--- src/rtl/mul_pkg.sv ---
// Shared types and constants for the sequential Booth multiplier.
package mul_pkg;

  localparam int MUL_WIDTH = 8;

  localparam logic WB_SEL_LO = 1'b0;
  localparam logic WB_SEL_HI = 1'b1;

  typedef enum logic [1:0] {
    IDLE  = 2'd0,
    STEP  = 2'd1,
    WB_LO = 2'd2,
    WB_HI = 2'd3
  } state_t;

endpackage

--- src/rtl/booth_step.sv ---
// One radix-2 Booth iteration: add/sub select then arithmetic shift.
module booth_step #(
  parameter int WIDTH = 8
) (
  input  logic [WIDTH:0]   a,
  input  logic [WIDTH-1:0] q,
  input  logic             q_m1,
  input  logic [WIDTH:0]   m,
  output logic [WIDTH:0]   a_nx,
  output logic [WIDTH-1:0] q_nx,
  output logic             q_m1_nx
);

  logic [WIDTH:0] sum;

  always_comb begin
    sum = a;
    unique case (1'b1)
      (q[0] & ~q_m1): sum = a - m;
      (~q[0] & q_m1): sum = a + m;
      default:        sum = a;
    endcase
  end

  assign a_nx    = {sum[WIDTH], sum[WIDTH:1]};
  assign q_nx    = {sum[0], q[WIDTH-1:1]};
  assign q_m1_nx = q[0];

endmodule

--- src/rtl/booth_mul_seq.sv ---
// Sequential radix-2 Booth multiplier with a two-beat write-back port.
module booth_mul_seq
  import mul_pkg::*;
#(
  parameter int WIDTH = MUL_WIDTH
) (
  input  logic             clock,
  input  logic             clear,
  input  logic             start,
  input  logic [WIDTH-1:0] multiplicand,
  input  logic [WIDTH-1:0] multiplier,
  output logic             busy,
  output logic             done,
  output logic             wb_enable,
  output logic             wb_sel,
  output logic [WIDTH-1:0] wb_data
);

  localparam int CW = $clog2(WIDTH + 1);

  state_t state, state_nx;

  logic [WIDTH:0]   a_q, m_q;
  logic [WIDTH-1:0] q_q;
  logic             qm1_q;
  logic [CW-1:0]    cnt_q;

  logic [WIDTH:0]   a_nx;
  logic [WIDTH-1:0] q_nx;
  logic             qm1_nx;

  booth_step #(.WIDTH(WIDTH)) u_step (
    .a      (a_q),
    .q      (q_q),
    .q_m1   (qm1_q),
    .m      (m_q),
    .a_nx   (a_nx),
    .q_nx   (q_nx),
    .q_m1_nx(qm1_nx)
  );

  always_ff @(posedge clock or negedge clear) begin
    if (!clear) begin
      state <= IDLE;
      a_q   <= '0;
      m_q   <= '0;
      q_q   <= '0;
      qm1_q <= 1'b0;
      cnt_q <= '0;
    end else begin
      state <= state_nx;
      case (state)
        IDLE: begin
          if (start) begin
            m_q   <= {multiplicand[WIDTH-1], multiplicand};
            a_q   <= '0;
            q_q   <= multiplier;
            qm1_q <= 1'b0;
            cnt_q <= CW'(WIDTH);
          end
        end
        STEP: begin
          a_q   <= a_nx;
          q_q   <= q_nx;
          qm1_q <= qm1_nx;
          cnt_q <= cnt_q - CW'(1);
        end
        default: ;
      endcase
    end
  end

  always_comb begin
    state_nx = state;
    case (state)
      IDLE:    if (start) state_nx = STEP;
      STEP:    if (cnt_q == CW'(1)) state_nx = WB_LO;
      WB_LO:   state_nx = WB_HI;
      WB_HI:   state_nx = IDLE;
      default: state_nx = IDLE;
    endcase
  end

  // Outputs depend only on the state and datapath registers.
  always_comb begin
    busy      = 1'b0;
    done      = 1'b0;
    wb_enable = 1'b0;
    wb_sel    = WB_SEL_LO;
    wb_data   = '0;
    case (state)
      STEP: busy = 1'b1;
      WB_LO: begin
        busy      = 1'b1;
        wb_enable = 1'b1;
        wb_data   = q_q;
      end
      WB_HI: begin
        busy      = 1'b1;
        done      = 1'b1;
        wb_enable = 1'b1;
        wb_sel    = WB_SEL_HI;
        wb_data   = a_q[WIDTH-1:0];
      end
      default: ;
    endcase
  end

endmodule

--- config.mk ---
export PLATFORM = sky130hd
export DESIGN_NAME = booth_mul_seq
export DESIGN_NICKNAME = d
export VERILOG_FILES = /design/src/rtl/mul_pkg.sv /design/src/rtl/booth_step.sv /design/src/rtl/booth_mul_seq.sv
export SDC_FILE = /design/constraint.sdc
export NUM_CORES = 1
export LEC_CHECK = 0
export ABC_CLOCK_PERIOD_IN_PS = 2950
export BUFFER_PORTS_ARGS = -buffer_cell sky130_fd_sc_hd__buf_2
export CAP_MARGIN = 20
export CORE_MARGIN = 1.5
export CORE_UTILIZATION = 50
export CTS_BUF_LIST = sky130_fd_sc_hd__clkbuf_4 sky130_fd_sc_hd__clkbuf_8
export CTS_CLUSTER_DIAMETER = 120
export CTS_CLUSTER_SIZE = 40
export DETAILED_ROUTE_END_ITERATION = 10
export GPL_ROUTABILITY_DRIVEN = 0
export PLACE_DENSITY = 0.71
export SETUP_SLACK_MARGIN = 0.05
export SLEW_MARGIN = 5
export SYNTH_ARGS = -nofsm -noshare
export SYNTH_HDL_FRONTEND = slang
export SYNTH_SLANG_ARGS = --single-unit
--- constraint.sdc ---
create_clock -name clock -period 2.95 [get_ports clock]
set_clock_uncertainty 0.1 [all_clocks]
set_input_delay 0.7375 -clock clock [delete_from_list [all_inputs] [get_ports clock]]
set_output_delay 0.7375 -clock clock [all_outputs]
set_load 0.03 [all_outputs]
==> impl_metrics.env, run 1 <==
export IMPL_fin_crit_sh=0.910
export IMPL_drt_antenna_violating_nets=0
export IMPL_detailed_route_vias_per_instance=5.67
export IMPL_detailed_place_area_um2=2280
export IMPL_yosys_top_cells_area="dfrtp_1, ha_1, mux2_2"
export IMPL_hpwl_after_detailed_placement_mm=3.22
export IMPL_design_die_area_um2=4650
export IMPL_worst_path_maximum_fanout=8
export IMPL_synth_enable_flop_cells=0
export IMPL_async_reset_ff_frac=1.00
export IMPL_share_clk_of_total_power=0.107
export IMPL_ir_drop_worst_vdd_v=0.000631
export IMPL_cellLeakagePower_uw=0.00113
export IMPL_post_cts_resized_instances=0
export IMPL_slew_headroom=0.547
export IMPL_postSynthCellCount=218
export IMPL_io_buffer_count=30
export IMPL_first_global_vias=1614
export IMPL_crit_reg2reg_capture="a_q[5]"
export IMPL_clock_tree_from_tritoncts="done"
export IMPL_synth_nets=254
export IMPL_slowest_cell_on_the_critical_path="fa_1"
export IMPL_io_pins=31
export IMPL_groute_usage_overall=0.214
export IMPL_timing_hold_ws_ns=0.384
export IMPL_clock_tree_buffer_depth=2
export IMPL_root_buffer="clkbuf_8"
export IMPL_timing_critical_path_to_type="flop"
export IMPL_synth_lib_cells_used_distinct=44
export IMPL_drt_pre_antenna_iters=4
export IMPL_post_synth_top_area_cell="dfrtp_1"
export IMPL_setup_viol_count_final=0
export IMPL_cap_viol_max_count=0
export IMPL_final_critical_path_setup_slack_ns=0.266
export IMPL_max_clock_freq_mhz=373
export IMPL_cts_setup_buffers=0
export IMPL_rrSetupSlack_ns=0.27
export IMPL_power_uw=3170
export IMPL_pre_cts_slack_ns=0.328
export IMPL_final_net_count=282
export IMPL_path_cells="inv_1 -> ha_1 -> mux2_2 -> fa_1 -> a211oi_2 -> o21bai_1 -> a21oi_1 -> xnor2_1 -> o21ai_1"
export IMPL_power_frac_seq=0.261
export IMPL_critical_path_max_stage_delay_ns=0.47
export IMPL_drive_gt1_frac=0.224
export IMPL_worstHoldPathType="in2async"
export IMPL_cts_htree_levels=2
export IMPL_run_status="completed"
export IMPL_drt_iter0_drc=48
export IMPL_rsz_0062_raised_after_global_routing="no"
export IMPL_antenna_violations_before_repair=0
export IMPL_cts_made_buffers=5
export IMPL_register_area_share_after_synthesis=0.365
export IMPL_power_density_nw_per_um2=1340
export IMPL_drt_total_wl_mm=4.30
export IMPL_globalRouteOverflowTotal=0
export IMPL_cts_hold_buf=0
export IMPL_synth_area_per_cell_um2=9.75
export IMPL_largest_net_degree_at_the_start_of_global_routing=32
export IMPL_mostFrequentLayoutCell="dfrtp_1"
export IMPL_worst_ep_arrival_time_ns=2.75
export IMPL_drcViolationCount=0
export IMPL_required_ns=3.02
export IMPL_yosys_area_top_type_share=0.365
export IMPL_die_width_um=68.2
export IMPL_power_switching_fraction=0.483
export IMPL_reg2reg_depth=9
export IMPL_netlist_area_um2=2120
export IMPL_layout_common_cells="dfrtp_1, buf_2, nand2_1, o21ai_0, ha_1"
export IMPL_final_period_minus_worst_setup_slack_ns=2.68
export IMPL_worst_skew_pair_late_latency_ns=0.29
export IMPL_yosys_warn_count=0
export IMPL_net_switching_power_figure_uw=1530
export IMPL_worst_setup_path_type="reg2reg"
export IMPL_startpoint_of_the_worst_slack_reg_to_reg_timing_path="q_q[0]"
export IMPL_timing_hold_violations_final=0
export IMPL_core_area_um2=4030
export IMPL_num_antenna_cells=0
export IMPL_share_of_total_power_in_combinational_logic=0.632
export IMPL_dominantRegCellSynth="dfrtp_1"
export IMPL_wire_per_inst_um=14.5
export IMPL_number_of_register_bits_inferred_by_synthesis=31
export IMPL_die_height_um=68.2
export IMPL_pin_slew_with_the_least_headroom_to_its_limit_ns=0.679
export IMPL_cts_sink_count=31
export IMPL_total_vias_in_the_final_route=1679
export IMPL_clock_transition_time_at_the_flip_flop_clock_pins_of_the_worst_setup_and_hold_paths_ns=0.06
export IMPL_total_negative_setup_slacks_ns=0
export IMPL_slew_viol_final=0
export IMPL_syn2layout_area_growth_pct=11.4
export IMPL_grt_first_pass_wirelength_mm=7.27
export IMPL_initial_utilization=0.527
export IMPL_internal_uw=1640
export IMPL_placementRows=23
export IMPL_postLayoutCellArea_um2=2370
export IMPL_critPathLaunchType="flop"
## per-stage QoR
| stage | utilization | cells |
|---|---|---|
| after global routing | 0.587 | 296 |
| after global placement | 0.566 | 289 |
| after detailed placement | 0.566 | 289 |
| final | 0.587 | 296 |
| after CTS | 0.587 | 296 |
| after floorplan | - | 218 |
## worst max-delay path, delay by kind of cell (launching register included)
family,cells,cell delay [ns]
buffers and inverters,1,0.08
xor gates and xnor gates,1,0.17
AOI/OAI and AO/OA,4,0.64
muxes,1,0.40
adders and majority gates,2,0.78
DFF,1,0.40
## worst max path at each step
stage | startpoint | to | slack (ns) | depth (start not counted)
2_1_floorplan | q_q[0] | a_q[3] | 0.52 | 10
3_3_place_gp | q_q[0] | a_q[3] | 0.37 | 9
3_5_place_dp | q_q[0] | a_q[6] | 0.33 | 9
4_1_cts | q_q[0] | a_q[5] | 0.26 | 9
5_1_grt | q_q[0] | a_q[5] | 0.08 | 9
6_report | q_q[0] | a_q[5] | 0.27 | 9
## final cells by class
type	instances	area, um2
well taps	50	62.6
flip-flops and latches	31	776
clock buffers	6	82.6
repair buffers	31	158
multi-input cells	163	1230
fillers	382	1660
clock inverters	1	5.00
inverters	14	52.6
## state kept, by name, summed over array words and instances, names as in the netlist
name   cells
a_q        8
cnt_q      4
m_q        8
q_q        8
qm1_q      1
state      2
## power by group through the flow
stage	logic [uW]	registers (uW)	clock network, uW
after CTS	2020	823	350
final	2000	826	341
after floorplan	1690	774	0
after detailed placement	2000	831	0
after global placement	1970	825	0
after global routing	2250	858	362
## Yosys cell counts, drive strengths merged, types with 2 or more instances
| cell type | number |
|---|---|
| mux2 | 10 |
| xnor2 | 4 |
| o22ai | 2 |
| o31ai | 2 |
| inv | 14 |
| buf | 7 |
| dfrtp | 31 |
| nor3 | 5 |
| a32oi | 3 |
| nand3 | 2 |
| a211oi | 2 |
| nand2 | 21 |
| xor2 | 9 |
| o21ai | 23 |
| ha | 16 |
| mux2i | 10 |
| a21oi | 13 |
| clkbuf | 3 |
| a22o | 11 |
| nor2 | 11 |
| a31oi | 2 |
## cell families after synthesis
| kind of cell | Yosys count | share of synthesized area |
|---|---|---|
| buf+inv | 24 | 0.0559 |
| flops | 31 | 0.365 |
| mux | 20 | 0.100 |
| xor+xnor | 13 | 0.0536 |
| simple gates | 46 | 0.106 |
| compound gates | 67 | 0.216 |
| fa+ha+maj | 17 | 0.104 |
## layer usage
metal  global-route usage  vias to the layer above  part of all wire
met5                    0                        -                 0
met3               0.0493                        8             0.054
li1                     -                      842                 -
met4               0.0900                        0             0.021
met1                0.268                      782              0.46
met2                0.354                       47              0.46
Note: power is estimated with default switching activity, not from simulation.
==> run 2, diff against run 1 <==
--- a/config.mk
+++ b/config.mk
@@ -16,6 +16,7 @@
 export DETAILED_ROUTE_END_ITERATION = 10
 export GPL_ROUTABILITY_DRIVEN = 0
 export PLACE_DENSITY = 0.71
+export REMOVE_ABC_BUFFERS = 1
 export SETUP_SLACK_MARGIN = 0.05
 export SLEW_MARGIN = 5
 export SYNTH_ARGS = -nofsm -noshare
==> impl_metrics.env, run 2 (synthesis gave the netlist of run 1 again) <==
export IMPL_cts_setup_buffers=0
export IMPL_net_switching_power_figure_uw=1510
export IMPL_timing_hold_violations_final=0
export IMPL_grt_first_pass_wirelength_mm=7.18
export IMPL_first_global_vias=1555
export IMPL_critical_path_n_buffers_inverters=1
export IMPL_detailed_place_area_um2=2280
export IMPL_power_switching_fraction=0.480
export IMPL_critical_path_max_stage_delay_ns=0.47
export IMPL_drive_gt1_frac=0.227
export IMPL_die_height_um=68.2
export IMPL_groute_usage_overall=0.211
export IMPL_clock_tree_from_tritoncts="done"
export IMPL_required_ns=3.02
export IMPL_internal_uw=1640
export IMPL_path_cells="inv_1 -> ha_1 -> mux2_2 -> fa_1 -> a21o_1 -> a21oi_1 -> xor2_1 -> o21ai_0 -> a22o_1"
export IMPL_worst_path_maximum_fanout=8
export IMPL_critPathLaunchType="flop"
export IMPL_clock_transition_time_at_the_flip_flop_clock_pins_of_the_worst_setup_and_hold_paths_ns=0.06
export IMPL_drt_iter0_drc=78
export IMPL_core_area_um2=4030
export IMPL_globalRouteOverflowTotal=0
export IMPL_power_uw=3150
export IMPL_timing_critical_path_to_type="flop"
export IMPL_cts_made_buffers=5
export IMPL_drt_total_wl_mm=4.15
export IMPL_postLayoutCellArea_um2=2370
export IMPL_worst_setup_path_type="reg2reg"
export IMPL_die_width_um=68.2
export IMPL_cts_hold_buf=0
export IMPL_wire_per_inst_um=14.0
export IMPL_worst_skew_pair_late_latency_ns=0.28
export IMPL_share_clk_of_total_power=0.105
export IMPL_detailed_route_vias_per_instance=5.58
export IMPL_slew_viol_final=0
export IMPL_slew_headroom=0.560
export IMPL_rsz_0062_raised_after_global_routing="no"
export IMPL_power_frac_seq=0.261
export IMPL_max_clock_freq_mhz=370
export IMPL_syn2layout_area_growth_pct=11.4
export IMPL_design_die_area_um2=4650
export IMPL_worst_ep_arrival_time_ns=2.77
export IMPL_placementRows=23
export IMPL_cellLeakagePower_uw=0.00113
export IMPL_worstHoldPathType="in2async"
export IMPL_drt_pre_antenna_iters=4
export IMPL_pre_cts_slack_ns=0.276
export IMPL_share_of_total_power_in_combinational_logic=0.633
export IMPL_drcViolationCount=0
export IMPL_drt_antenna_violating_nets=0
export IMPL_power_density_nw_per_um2=1330
export IMPL_num_antenna_cells=0
export IMPL_final_period_minus_worst_setup_slack_ns=2.70
export IMPL_run_status="completed"
export IMPL_cts_htree_levels=2
export IMPL_post_cts_resized_instances=0
export IMPL_fin_crit_sh=0.915
export IMPL_layout_common_cells="dfrtp_1, buf_2, nand2_1, o21ai_0, ha_1"
export IMPL_largest_registers_in_the_final_layout="a_q x8, m_q x8, q_q x8"
export IMPL_setup_viol_count_final=0
export IMPL_clock_tree_buffer_depth=2
export IMPL_slowest_cell_on_the_critical_path="fa_1"
export IMPL_cts_sink_count=31
export IMPL_total_vias_in_the_final_route=1656
export IMPL_largest_net_degree_at_the_start_of_global_routing=32
export IMPL_initial_utilization=0.527
export IMPL_cap_viol_max_count=0
export IMPL_final_critical_path_setup_slack_ns=0.251
export IMPL_io_pins=31
export IMPL_final_net_count=282
export IMPL_antenna_violations_before_repair=0
export IMPL_hpwl_after_detailed_placement_mm=3.16
export IMPL_num_fill_cells=365
export IMPL_total_negative_setup_slacks_ns=0
export IMPL_critPathTopFamily="adder cells"
export IMPL_io_buffer_count=30
export IMPL_pin_slew_with_the_least_headroom_to_its_limit_ns=0.657
export IMPL_ir_drop_worst_vdd_v=0.000522
export IMPL_mostFrequentLayoutCell="dfrtp_1"
export IMPL_root_buffer="clkbuf_8"
-- run 2: cell types whose count changed in the layout (fill, tap and decap cells not counted) --
cell,delta
clkbuf_8,-1
clkbuf_4,+2
-- run 2: worst register-to-register path: cells and delay by family (launching register included) --
family / cells / cell delay [ns]
mux: 1 / 0.42
fa+ha+maj: 2 / 0.80
flops: 1 / 0.41
xor+xnor: 1 / 0.16
buf+inv: 1 / 0.08
compound gates: 4 / 0.62
-- run 2: power by group through the flow --
stage	clock network (uW)	registers, uW	logic [uW]
floorplan	0	774	1620
global placement	0	822	1970
detailed placement	0	831	1990
CTS	343	823	2000
global route	365	857	2260
finish	332	824	2000
-- run 2: area by class of cell --
cell class | count | area [um2] | area share
clock buffer | 7 | 83.8 | 0.0354
timing repair buffer | 31 | 158 | 0.0666
inverter | 14 | 52.6 | 0.0222
sequential | 31 | 776 | 0.328
multi-input combinational | 163 | 1230 | 0.520
clock inverter | 1 | 5.00 | 0.00211
tap | 50 | 62.6 | 0.0264
-- run 2: metal layers --
metal / routed length (um) / GRT usage / vias to the layer above
li1: - / - / 836
met1: 2030 / 0.279 / 771
met2: 1840 / 0.333 / 43
met3: 215 / 0.0609 / 6
met4: 59 / 0.0675 / 0
met5: 0 / 0 / -
-- run 2: metrics by stage --
step,hold slack [ns],instances,util
6_report,0.377,297,0.588
3_3_place_gp,0.385,289,0.566
3_5_place_dp,0.405,289,0.566
5_1_grt,0.438,297,0.588
4_1_cts,0.406,297,0.588
2_1_floorplan,0.342,208,-
-- run 2: final timing paths --
path	cells past startpoint	end	slack, ns	from
max	9	a_q[3]	0.25	q_q[0]
min	1	state[1]	0.38	clear
max reg2reg	9	a_q[3]	0.25	q_q[0]
min reg2reg	2	q_q[2]	0.41	q_q[2]
max in group asynchronous	1	a_q[7]	1.94	clear
min in group clock	2	q_q[2]	0.41	q_q[2]
==> run 3, diff against run 2 <==
--- a/config.mk
+++ b/config.mk
@@ -9,13 +9,13 @@
 export BUFFER_PORTS_ARGS = -buffer_cell sky130_fd_sc_hd__buf_2
 export CAP_MARGIN = 20
 export CORE_MARGIN = 1.5
-export CORE_UTILIZATION = 50
+export CORE_UTILIZATION = 55
 export CTS_BUF_LIST = sky130_fd_sc_hd__clkbuf_4 sky130_fd_sc_hd__clkbuf_8
 export CTS_CLUSTER_DIAMETER = 120
 export CTS_CLUSTER_SIZE = 40
 export DETAILED_ROUTE_END_ITERATION = 10
 export GPL_ROUTABILITY_DRIVEN = 0
-export PLACE_DENSITY = 0.71
+export PLACE_DENSITY = 0.77
 export REMOVE_ABC_BUFFERS = 1
 export SETUP_SLACK_MARGIN = 0.05
 export SLEW_MARGIN = 5
==> impl_metrics.env, run 3 (synthesis gave the netlist of run 1 again) <==
export IMPL_reg2reg_depth=9
export IMPL_critical_path_n_buffers_inverters=1
export IMPL_mostFrequentLayoutCell="dfrtp_1"
export IMPL_cellLeakagePower_uw=0.00113
export IMPL_grt_first_pass_wirelength_mm=7.10
export IMPL_io_pins=31
export IMPL_hpwl_after_detailed_placement_mm=3.15
export IMPL_setup_viol_count_final=0
export IMPL_run_status="completed"
export IMPL_core_area_um2=3690
export IMPL_io_buffer_count=30
export IMPL_initial_utilization=0.576
export IMPL_worst_ep_arrival_time_ns=2.74
export IMPL_worst_path_maximum_fanout=8
export IMPL_required_ns=3.03
export IMPL_drt_antenna_violating_nets=0
export IMPL_layout_common_cells="dfrtp_1, buf_2, nand2_1, o21ai_0, ha_1"
export IMPL_final_period_minus_worst_setup_slack_ns=2.67
export IMPL_detailed_route_vias_per_instance=5.68
export IMPL_path_cells="inv_1 -> ha_1 -> mux2_2 -> fa_1 -> a21o_1 -> a21oi_1 -> xor2_1 -> o21ai_0 -> a22o_1"
export IMPL_startpoint_of_the_worst_slack_reg_to_reg_timing_path="q_q[0]"
export IMPL_cts_hold_buf=0
export IMPL_globalRouteOverflowTotal=0
export IMPL_cts_sink_count=31
export IMPL_cts_made_buffers=5
export IMPL_detailed_place_area_um2=2280
export IMPL_groute_usage_overall=0.222
export IMPL_dpl_cell_count=287
export IMPL_postLayoutCellArea_um2=2360
export IMPL_worst_setup_path_type="reg2reg"
export IMPL_power_density_nw_per_um2=1330
export IMPL_num_antenna_cells=0
export IMPL_drcViolationCount=0
export IMPL_cp_startpoint="q_q[0]"
export IMPL_clock_transition_time_at_the_flip_flop_clock_pins_of_the_worst_setup_and_hold_paths_ns=0.06
export IMPL_drt_iter0_drc=72
export IMPL_syn2layout_area_growth_pct=11.3
export IMPL_slowest_cell_on_the_critical_path="fa_1"
export IMPL_critical_path_endpoint="a_q[3]"
export IMPL_drt_total_wl_mm=4.19
export IMPL_largest_net_degree_at_the_start_of_global_routing=32
export IMPL_num_fill_cells=319
export IMPL_slew_viol_final=0
export IMPL_placementRows=22
export IMPL_drt_pre_antenna_iters=4
export IMPL_drive_gt1_frac=0.227
export IMPL_clock_tree_buffer_depth=2
export IMPL_ir_drop_worst_vdd_v=0.000553
export IMPL_total_negative_setup_slacks_ns=0
export IMPL_final_net_count=282
export IMPL_die_width_um=65.2
export IMPL_critPathTopFamily="adder cells"
export IMPL_cap_viol_max_count=0
export IMPL_crit_reg2reg_capture="a_q[3]"
export IMPL_timing_hold_violations_final=0
export IMPL_timing_critical_path_to_type="flop"
export IMPL_worstHoldPathType="in2async"
export IMPL_stdcell_count=295
export IMPL_power_uw=3160
export IMPL_fin_crit_sh=0.904
export IMPL_die_height_um=65.2
export IMPL_worst_skew_pair_late_latency_ns=0.29
export IMPL_post_cts_resized_instances=0
export IMPL_total_vias_in_the_final_route=1677
export IMPL_cts_setup_buffers=0
export IMPL_critPathLaunchType="flop"
export IMPL_clock_tree_from_tritoncts="done"
export IMPL_first_global_vias=1530
export IMPL_antenna_violations_before_repair=0
export IMPL_root_buffer="clkbuf_8"
export IMPL_rsz_0062_raised_after_global_routing="no"
export IMPL_wire_per_inst_um=14.2
export IMPL_cts_htree_levels=2
export IMPL_max_clock_freq_mhz=375
export IMPL_critical_path_max_stage_delay_ns=0.47
export IMPL_slew_headroom=0.554
export IMPL_largest_registers_in_the_final_layout="a_q x8, m_q x8, q_q x8"
export IMPL_pin_slew_with_the_least_headroom_to_its_limit_ns=0.669
export IMPL_crit_cells=9
export IMPL_rrSetupSlack_ns=0.28
export IMPL_design_die_area_um2=4240
run 3: cell counts in the layout (fill, tap and decap cells not counted):
Identical to the previous run, type by type.
run 3: worst min path at each step:
stage                start        to  slack (ns)  depth (start not counted)
floorplan            clear    a_q[0]        0.34                          0
global placement     qm1_q     qm1_q        0.39                          2
detailed placement  q_q[4]    q_q[4]        0.41                          2
CTS                  clear  state[0]        0.41                          1
global route         clear  cnt_q[3]        0.44                          1
finish               clear  state[0]        0.38                          1
run 3: cell type report:
class                           instances  area [um2]  share of cell area
Multi-Input combinational cell        163        1230               0.520
Sequential cell                        31         776               0.328
Timing Repair Buffer                   31         158              0.0667
Clock buffer                            7        83.8              0.0354
Tap cell                               48        60.1              0.0254
Inverter                               14        52.6              0.0222
Clock inverter                          1        5.00             0.00212
run 3: power breakdown:
| part | internal, uW | switching, uW |
|---|---|---|
| sequential | 619 | 205 |
| combinational | 836 | 1160 |
| clock | 183 | 154 |
| total | 1640 | 1520 |
run 3: per-stage QoR:
step / utilization / setup slack, ns / hold WS [ns]
final: 0.641 / 0.283 / 0.380
after detailed placement: 0.617 / 0.312 / 0.407
after floorplan: - / 0.477 / 0.342
after global placement: 0.617 / 0.359 / 0.385
after CTS: 0.641 / 0.264 / 0.409
after global routing: 0.641 / 0.140 / 0.440
run 3: routing by layer:
metal | vias to the layer above | part of all wire | track usage
met5 | - | 0 | 0
met4 | 0 | 0.015 | 0.0938
met1 | 788 | 0.50 | 0.300
met2 | 44 | 0.44 | 0.358
met3 | 7 | 0.048 | 0.0360
li1 | 838 | - | -
